--- config.mk ---
export PLATFORM = sky130hd
export DESIGN_NAME = detect_sequence_generator_fsm
export DESIGN_NICKNAME = d
export VERILOG_FILES = /design/src/rtl/detect_seq_pkg.sv /design/src/rtl/seq_shift_reg.sv /design/src/rtl/detect_sequence_generator_fsm.sv
export SDC_FILE = /design/constraint.sdc
export NUM_CORES = 1
export LEC_CHECK = 0
export CORE_MARGIN = 2
export CORE_UTILIZATION = 45
export DETAILED_ROUTE_END_ITERATION = 10
export PLACE_DENSITY = 0.76
export SYNTH_ARGS = -nofsm -noshare
export SYNTH_HDL_FRONTEND = slang
export SYNTH_SLANG_ARGS = --single-unit
--- constraint.sdc ---
create_clock -name clk -period 4.1 [get_ports clk]
set_input_delay 0.615 -clock clk [delete_from_list [all_inputs] [get_ports clk]]
set_output_delay 0.615 -clock clk [all_outputs]
set_load 0.01 [all_outputs]
--- src/rtl/detect_seq_pkg.sv ---
// Shared state type for the serial sequence generator/detector family.
package detect_seq_pkg;
  localparam int STATE_W = 4;

  typedef enum logic [STATE_W-1:0] {
    IDLE = 4'b0001,
    SEND = 4'b0010,
    GAP  = 4'b0100,
    DONE = 4'b1000
  } gen_state_e;
endpackage

--- src/rtl/seq_shift_reg.sv ---
// W-bit MSB-first shift register that keeps a pattern copy for reloads.
// Zero latency: msb_o reflects the register directly; no backpressure.
module seq_shift_reg #(
  parameter int W = 6
) (
  input  logic         clk,
  input  logic         rst,
  input  logic         load_i,
  input  logic         reload_i,
  input  logic         shift_i,
  input  logic [W-1:0] pat_i,
  output logic         msb_o
);
  logic [W-1:0] shreg_q;
  logic [W-1:0] copy_q;

  always_ff @(posedge clk) begin
    if (rst) begin
      shreg_q <= '0;
      copy_q  <= '0;
    end else if (load_i) begin
      shreg_q <= pat_i;
      copy_q  <= pat_i;
    end else if (reload_i) begin
      shreg_q <= copy_q;
    end else if (shift_i) begin
      shreg_q <= {shreg_q[W-2:0], 1'b0};
    end
  end

  assign msb_o = shreg_q[W-1];
endmodule

--- src/rtl/detect_sequence_generator_fsm.sv ---
// Serial pattern generator: repeats a W-bit pattern MSB-first with idle gaps between bursts.
// First bit one cycle after the start handshake; start_ready is low until the run completes.
module detect_sequence_generator_fsm
  import detect_seq_pkg::*;
#(
  parameter int W     = 6,
  parameter int CNT_W = 4
) (
  input  logic             clk,
  input  logic             rst,
  input  logic             start_valid,
  output logic             start_ready,
  input  logic [W-1:0]     pattern,
  input  logic [CNT_W-1:0] repeats,
  input  logic [CNT_W-1:0] gap,
  output logic             out_bit,
  output logic             out_valid,
  output logic             busy,
  output logic             done
);
  localparam int IDX_W = (W > 1) ? $clog2(W) : 1;

  gen_state_e       state_q, state_d;
  logic [CNT_W-1:0] rep_cnt_q, rep_cnt_d;
  logic [CNT_W-1:0] gap_reg_q, gap_reg_d;
  logic [CNT_W-1:0] gap_cnt_q, gap_cnt_d;
  logic [IDX_W-1:0] bit_idx_q, bit_idx_d;
  logic             sh_load, sh_reload, sh_shift, sh_msb;

  seq_shift_reg #(.W(W)) u_shreg (
    .clk      (clk),
    .rst      (rst),
    .load_i   (sh_load),
    .reload_i (sh_reload),
    .shift_i  (sh_shift),
    .pat_i    (pattern),
    .msb_o    (sh_msb)
  );

  always_ff @(posedge clk) begin
    if (rst) begin
      state_q   <= IDLE;
      rep_cnt_q <= '0;
      gap_reg_q <= '0;
      gap_cnt_q <= '0;
      bit_idx_q <= '0;
    end else begin
      state_q   <= state_d;
      rep_cnt_q <= rep_cnt_d;
      gap_reg_q <= gap_reg_d;
      gap_cnt_q <= gap_cnt_d;
      bit_idx_q <= bit_idx_d;
    end
  end

  always_comb begin
    state_d   = state_q;
    rep_cnt_d = rep_cnt_q;
    gap_reg_d = gap_reg_q;
    gap_cnt_d = gap_cnt_q;
    bit_idx_d = bit_idx_q;
    sh_load   = 1'b0;
    sh_reload = 1'b0;
    sh_shift  = 1'b0;
    unique case (state_q)
      IDLE: begin
        if (start_valid) begin
          sh_load   = 1'b1;
          rep_cnt_d = repeats;
          gap_reg_d = gap;
          bit_idx_d = '0;
          state_d   = (repeats != '0) ? SEND : DONE;
        end
      end
      SEND: begin
        if (bit_idx_q == IDX_W'(W - 1)) begin
          if (rep_cnt_q != '0) rep_cnt_d = rep_cnt_q - CNT_W'(1);
          bit_idx_d = '0;
          if (rep_cnt_q == CNT_W'(1)) begin
            state_d = DONE;
          end else if (gap_reg_q == '0) begin
            sh_reload = 1'b1;
          end else begin
            state_d   = GAP;
            gap_cnt_d = gap_reg_q;
          end
        end else begin
          sh_shift  = 1'b1;
          bit_idx_d = bit_idx_q + IDX_W'(1);
        end
      end
      GAP: begin
        if (gap_cnt_q != '0) gap_cnt_d = gap_cnt_q - CNT_W'(1);
        if (gap_cnt_q == CNT_W'(1)) begin
          state_d   = SEND;
          sh_reload = 1'b1;
        end
      end
      DONE:    state_d = IDLE;
      default: state_d = IDLE;
    endcase
  end

  assign start_ready = (state_q == IDLE);
  assign busy        = (state_q != IDLE);
  assign out_valid   = (state_q == SEND);
  assign out_bit     = out_valid & sh_msb;
  assign done        = (state_q == DONE);
endmodule

# Yosys cells after proc, flatten, opt, wreduce, memory -nomap -nowiden
# Cells that the tools add are included.
# W data, S select, Z words.
[word_totals]
regBits = 31
inputBits = 17
out_inout_bits = 5
elab_cells = 70
[op_classes]
add_sub_neg = 3
n_eq_ne = 16
mux = 31
bitwise_logic = 1
reduce_logical = 12
[ops]
columns = ["cell", "n"]
rows = [
  ["$mux W4", 13],
  ["$mux W6", 3],
  ["$pmux W4 S2", 2],
  ["$eq A4 B1 Y1 const B", 3],
  ["$pmux W4 S3", 1],
  ["$reduce_bool A4 Y1", 3],
  ["$ne A2 B2 Y1 const B", 5],
  ["$mux W1", 8],
  ["$reduce_and A4 Y1", 2],
  ["$sub A4 B1 Y4 const B", 2],
  ["$mux W3", 2],
  ["$pmux W3 S2", 1],
  ["$reduce_and A5 Y1", 1],
  ["$eq A4 B2 Y1 const B", 1],
  ["$eq A4 B3 Y1 const B", 1],
  ["$eq A4 B4 Y1 const B", 1],
  ["$logic_not A4 Y1", 1],
  ["$ne A2 B1 Y1 const B", 2],
  ["$ne A4 B1 Y1 const B", 1],
  ["$reduce_and A2 Y1", 2],
  ["$reduce_bool A2 Y1", 2],
  ["$add A3 B1 Y3 const B", 1],
  ["$eq A3 B3 Y1 const B", 1],
  ["$ne A3 B3 Y1 const B", 1],
  ["3 further kinds", 3],
]

# Longest topological paths before layout
# Gate-level depths: netlist (run 1).
[depth]
depth_word = 7
depth_mapped = 8

# Hierarchy
# Synthesis (run 1) repeated with hierarchy kept, for this count alone.
[hier_totals]
cells_unflattened = 202
hier_area_um2 = 1697.9
[by_module_without_submodules]
columns = ["mod", "n_inst", "cells_per_inst", "area_each_um2"]
rows = [
  ["detect_sequence_generator_fsm", 1, 139, 1163.6],
  ["seq_shift_reg", 1, 63, 534.3],
]

# Worst setup path before layout (run 1)
# Ideal clock, no wire load.
[synth_path]
kind = "flip-flop to flip-flop"
startpoint = "reg state_q[3]"
endpoint = "reg u_shreg.shreg_q[1]"
setup_ns = 0.117
arrival_ns = 1.959
required_ns = 3.983
slack_ns = 2.024
path_stages_with_launch = 6
path_buffers = 0
period_less_slack_ns = 2.076
path_cell_list = "dfxtp_1 > nor4b_1 > and2_1 > a2111oi_2 > and2_1 > a22o_1"
[synth_between]
elab_cells_between_ends = 9
cone_classes = "eq/ne: 3; mux: 5; reduce/logical: 1"
[synth_rtl]
columns = ["item", "line_no", "rtl"]
rows = [
  ["start: declaration", "detect_sequence_generator_fsm.sv:23", "gen_state_e state_q, state_d;"],
  ["start signal: assignment", "detect_sequence_generator_fsm.sv:48", "state_q <= state_d;"],
  ["$eq A4 B1 Y1 *", "--", ""],
  ["via start_ready", "detect_sequence_generator_fsm.sv:12", "output logic start_ready,"],
  ["$mux W1 *", "detect_sequence_generator_fsm.sv:65", "unique case (state_q)"],
  ["$reduce_bool A3 Y1 (no line) or $mux W6 (tied branches)", "--", ""],
  ["end signal: assignment", "seq_shift_reg.sv:22", "shreg_q <= pat_i;"],
  ["end signal: assignment", "seq_shift_reg.sv:25", "shreg_q <= copy_q;"],
  ["end signal: assignment", "seq_shift_reg.sv:27", "shreg_q <= {shreg_q[W-2:0], 1'b0};"],
  ["end: declaration", "seq_shift_reg.sv:14", "logic [W-1:0] shreg_q;"],
]
# The timed path passes the listed nets; every way through them passes the cells marked *.
# A chain may end at the register's enable or synchronous reset.

# Worst setup path in the final report (run 1)
[layout_path]
startpoint = "reg state_q[3]"
endpoint = "out out_bit"
[layout_between]
elab_chain_len = 2
[layout_lines]
columns = ["item", "line_no", "rtl"]
rows = [
  ["$eq A4 B2 Y1", "detect_sequence_generator_fsm.sv:106", "assign out_valid = (state_q == SEND);"],
  ["$and A1 B1 Y1", "detect_sequence_generator_fsm.sv:107", "assign out_bit = out_valid & sh_msb;"],
  ["end: declaration", "detect_sequence_generator_fsm.sv:16", "output logic out_bit,"],
]
# No other way between the ends.

==> results.toml, run 1 <==
[drt]
vias = 1481
via_per_inst = 5.35
drt_pass1_iterations = 4
routed_wl_mm = 3.60
wl_per_cell_um = 13.0
drc = 0
drtIter0Drc = 111
drtAntennaViolNets = 0

[critical_path]
worstPathArrival_ps = 2520
crit_fanout = 16
critical_path_required_ps = 3480
path_delay_family = "simple AND/OR/NAND/NOR gates"
crit-reg2reg-launch = "state_q[0]$_SDFFE_PP1P_"
path_cells = "or4b_1, inv_1, and2_1, clkdlybuf4s50_1"
critPathLaunch = "state_q[3]$_SDFFE_PP0P_"
start_kind = "flip-flop"
cp_slowest_cell = "or4b_1"
timing.critical_path.buf_inv = 2
path_class = "flip-flop to output port"
slowest_delay_ps = 800
endpoint_kind = "output port"
rrSetupSlack_ps = 1600

[place]
port_buffers = 21
place_congestion = 0.777
hpwl_mm = 2.45
dpl_cell_area_mm2 = 0.00190

[synthesis]
synth_area_leaders = "dfxtp_1, nand2_1, nor2_1"
synthesis.area_mm2 = 0.00166
syn_area_per_cell_um2 = 7.98
synth_top_area_share_pct = 37.4
synth_cell_type_count = 42
ys_ff_latch = 31
synth_warnings = 0
synth_cells = 208
syn_nets = 230
yosysTopAreaCell = "dfxtp_1"
yosysSeqAreaShare_pct = 37.4

[clock_tree]
cts_resized = 0
cts_buffer_depth = 2
ctsHoldBuffers = 0
root_buffer = "clkbuf_8"
cts.sinks = 31
cts_made_buffers = 5
h-tree-depth = 2
clk_latency_ps = 290
post_cts_buffers = 0
cts_tree = "yes"
clk_pin_slew_worst_paths_ps = 60

[outcome]
status = "complete, no violations"

[die]
initial_core_util_pct = 46.0
die-area_mm2 = 0.00419
die_h_um = 64.7
row_count = 22
ios = 22
core_mm2 = 0.00361
die_w_um = 64.7

[global_routing]
first_global_vias = 1363
grt_max_degree = 30
grt-ovfl-total = 0
grt_antenna_before_repair = 0
grt_pass1_wl_mm = 6.20
grt_usage_pct = 19.1

[min_path]
hp-class = "flip-flop to flip-flop"
min_from = "u_shreg.copy_q[0]$_SDFFE_PP0P_"

[final_layout]
final_common_cell = "nand2_1"
fin_nets = 250
syn2layout_area_growth_pct = 21.6
antenna_cells = 0
final_cell_mix = "nand2_1, nor2_1, dfxtp_1"
drive_gt1_share_pct = 8.73
final_area_mm2 = 0.00202

[pwr]
power_leakage_nw = 0.793
power_density_mw_per_mm2 = 592
fin_total_pwr_w = 0.00119
ir_drop_v = 0.000234

[timing]
drv_slew = 0
fmax_mhz = 319
period_needed_ps = 3140
setup_viol = 0
finClkSkew_ps = 2.78
setup_tns_ps = 0
timing.final.crit_share_pct = 76.5
rsz0062_at_grt = "false"
max_slew.worst_pin.slew_ps = 1000
relSlewSlack_pct = 32.4
hold_viol = 0

[job]
cap_violations = 0
[tightest hold or removal path, cell delays in order, from the launching register on]
cell and delay [ps]:
dfxtp_1 310, nand2_1 50, a21oi_1 50
[report_power, final]
part | leakage (nW) | switching, W | internal, W
Clock | 0.0612 | 0.000120 | 0.000196
Sequential | 0.253 | 0.0000509 | 0.000367
Combinational | 0.479 | 0.000261 | 0.000199
[cells in the mapped netlist]
master and number:
dfxtp_1 31, nor3b_1 1, and3_1 1, a32o_1 1, buf_4 1, or4b_2 1
a22o_1 4, nand3_1 1, a2111oi_2 1, a22oi_1 2, inv_1 7, nor4b_1 4
nand3b_1 3, or2_2 1, o21ai_0 9, o221a_2 1, or4b_1 1, mux2i_1 5
a311oi_1 1, a21oi_1 23, nor2_4 1, a311o_1 1, or4_1 2, and2_1 3
and3b_1 1, nor4_4 1, clkbuf_1 6, o211ai_1 2, or3b_2 1, mux2_4 1
o41ai_2 1, nand4b_1 1, nand2_1 34, a211oi_1 1, nor2_1 31, nor3b_2 1
a21o_1 2, o211a_1 2, a221oi_1 1, ha_1 5, buf_2 3, nor3_1 8
[per-stage QoR]
step / instances / hold slack (ps) / utilization (%) / worst slack [ps]
after floorplan: 208 / 433 / - / 2020
after global placement: 269 / 443 / 52.7 / 1310
after detailed placement: 269 / 444 / 52.7 / 1260
after CTS: 277 / 455 / 55.9 / 942
after global routing: 277 / 482 / 55.9 / 792
final: 277 / 454 / 55.9 / 962
[kinds of logic after synthesis]
kind of cell | after synthesis | synth area share [%]
muxes | 6 | 3.92
and+or+nand+nor | 97 | 29.6
DFF | 31 | 37.4
adders and majority gates | 5 | 3.77
AOI/OAI and AO/OA | 52 | 21.0
buffers and inverters | 17 | 4.30
[area by class of cell]
| class | instances | area [um2] |
|---|---|---|
| Timing Repair Buffer | 23 | 225 |
| Sequential cell | 31 | 621 |
| Clock buffer | 6 | 82.6 |
| Inverter | 7 | 26.3 |
| Fill cell | 347 | 1590 |
| Clock inverter | 2 | 35.0 |
| Multi-Input combinational cell | 160 | 967 |
| Tap cell | 48 | 60.1 |
[state kept, by name (all words and copies together) (netlist names)]
name             cells
gap_cnt_q            4
u_shreg.shreg_q      6
bit_idx_q            3
gap_reg_q            4
u_shreg.copy_q       6
rep_cnt_q            4
state_q              4
[metal layers]
| metal | global-route usage, % | vias up | wire [um] |
|---|---|---|---|
| met5 | 0 | - | 0 |
| li1 | - | 773 | - |
| met2 | 30.4 | 30 | 1670 |
| met4 | 7.18 | 0 | 33 |
| met3 | 6.08 | 4 | 177 |
| met1 | 24.1 | 674 | 1730 |
[final timing paths]
check	end	depth (start not counted)
hold reg to reg	u_shreg.copy_q[0]$_SDFFE_PP0P_	2
setup / recovery	out_bit	4
setup reg to reg	bit_idx_q[1]$_SDFFE_PP0P_	5
hold / removal	u_shreg.copy_q[0]$_SDFFE_PP0P_	2
Power figures use the tool's default switching activity.
==> run 2: changes to the inputs <==
==> constraint.sdc (replaced) <==
create_clock -name clk -period 3.2 [get_ports clk]
set_input_delay 0.48 -clock clk [delete_from_list [all_inputs] [get_ports clk]]
set_output_delay 0.48 -clock clk [all_outputs]
set_load 0.01 [all_outputs]
==> run 2 against run 1 <==
Against the previous run: worst hold slack about the same; non-clock buffer count increased by 3; power increased by 29%; combinational power increased by 33%; wire length decreased by 4.5%; sequential share of layout area decreased by 0.34 points; largest power group unchanged; sequential cell count unchanged.
==> results.toml, run 2 (synthesized netlist as in run 1, its figures left out) <==
[global_routing]
grt_pass1_wl_mm = 6.00
grt_max_degree = 29
grt-ovfl-total = 0
grt_antenna_before_repair = 0
grt_usage_pct = 18.7
first_global_vias = 1326

[final_layout]
drive_gt1_share_pct = 9.91
final_cell_mix = "nand2_1, nor2_1, dfxtp_1"
antenna_cells = 0
fin_nets = 253
final_cells = 280
top_regs = "u_shreg.copy_q x6, u_shreg.shreg_q x6"
syn2layout_area_growth_pct = 22.9
fin_util_pct = 56.6
final_common_cell = "nand2_1"

[timing]
rsz0062_at_grt = "false"
period_needed_ps = 2790
setup_tns_ps = 0
max_slew.worst_pin.slew_ps = 823
finClkSkew_ps = 8.65
hold_viol = 0
fmax_mhz = 358
relSlewSlack_pct = 45.1
fin_ws_ps = 409
setup_viol = 0
drv_slew = 0
whs_ps = 454
timing.final.crit_share_pct = 87.2

[critical_path]
crit-reg2reg-launch = "rep_cnt_q[1]$_SDFFE_PP0P_"
path_class = "flip-flop to output port"
reg2reg_depth = 7
start_kind = "flip-flop"
crit_fanout = 16
endpoint_kind = "output port"
critPathLaunch = "state_q[3]$_SDFFE_PP0P_"
timing.rr.end = "u_shreg.shreg_q[3]$_SDFFE_PP0P_"
rrSetupSlack_ps = 920
worstPathArrival_ps = 2310
crit_end = "out_bit"
critical_path_required_ps = 2720

[clock_tree]
cts.sinks = 31
root_buffer = "clkbuf_8"
clk_pin_slew_worst_paths_ps = 70
cts_made_buffers = 5
h-tree-depth = 2
cts_resized = 0
clk_latency_ps = 290
ctsHoldBuffers = 0
cts_tree = "yes"
post_cts_buffers = 0
cts_buffer_depth = 2

[drt]
vias = 1470
drtAntennaViolNets = 0
wl_per_cell_um = 12.3
drc = 0
routed_wl_mm = 3.44
drt_pass1_iterations = 4
drtIter0Drc = 165
via_per_inst = 5.25

[outcome]
status = "complete, no violations"

[pwr]
ir_drop_v = 0.000285
power_density_mw_per_mm2 = 757
power_leakage_nw = 0.808

[place]
dp_cells = 272
hpwl_mm = 2.35
dp_slack_ps = 721
place_congestion = 0.779
port_buffers = 21

[min_path]
hp-class = "flip-flop to flip-flop"

[die]
initial_core_util_pct = 46.0
core_mm2 = 0.00361
die-area_mm2 = 0.00419
die_h_um = 64.7
row_count = 22
ios = 22
die_w_um = 64.7

[job]
cap_violations = 0
run 2: critical path, cell delays in order (launching register included):
cell             delay [ps]
dfxtp_1                 340
or4b_1                  510
buf_4                   210
inv_1                   270
and2_1                  170
clkdlybuf4s50_1         520
run 2: where the power goes:
part | leakage [nW] | internal (W) | switching [W]
clock network | 0.0612 | 0.000252 | 0.000151
logic | 0.494 | 0.000273 | 0.000336
registers | 0.253 | 0.000470 | 0.0000615
total | 0.808 | 0.000994 | 0.000549
run 2: final cells by class:
type                       count  area [um2]
fill                         352        1570
multi-input combinational    160         967
sequential                    31         621
timing repair buffer          26         248
clock buffer                   6        82.6
tap                           48        60.1
clock inverter                 2        35.0
inverter                       7        26.3
run 2: worst min path at each step:
| stage | from | endpoint | cells past startpoint |
|---|---|---|---|
| after floorplan | u_shreg.copy_q[0]$_SDFFE_PP0P_ | u_shreg.copy_q[0]$_SDFFE_PP0P_ | 2 |
| after global placement | u_shreg.copy_q[0]$_SDFFE_PP0P_ | u_shreg.copy_q[0]$_SDFFE_PP0P_ | 2 |
| after detailed placement | u_shreg.copy_q[0]$_SDFFE_PP0P_ | u_shreg.copy_q[0]$_SDFFE_PP0P_ | 2 |
| after CTS | u_shreg.copy_q[0]$_SDFFE_PP0P_ | u_shreg.copy_q[0]$_SDFFE_PP0P_ | 2 |
| after global routing | u_shreg.copy_q[1]$_SDFFE_PP0P_ | u_shreg.copy_q[1]$_SDFFE_PP0P_ | 2 |
| final | u_shreg.copy_q[0]$_SDFFE_PP0P_ | u_shreg.copy_q[0]$_SDFFE_PP0P_ | 2 |
run 2: per-stage QoR:
stage / cell area (um2) / total power (W)
finish: 2040 / 0.00154
detailed placement: 1920 / 0.00115
global route: 2040 / 0.00166
global placement: 1920 / 0.00114
CTS: 2040 / 0.00155
floorplan: 1660 / 0.000964
run 2: layer usage:
| metal | part of all wire [%] | vias up | GRT usage [%] | wire length (um) |
|---|---|---|---|---|
| met3 | 3.7 | 6 | 4.51 | 127 |
| met2 | 44 | 28 | 28.0 | 1530 |
| met5 | 0 | - | 0 | 0 |
| met1 | 50 | 656 | 24.5 | 1710 |
| met4 | 2.4 | 0 | 10.4 | 81 |
| li1 | - | 780 | - | - |
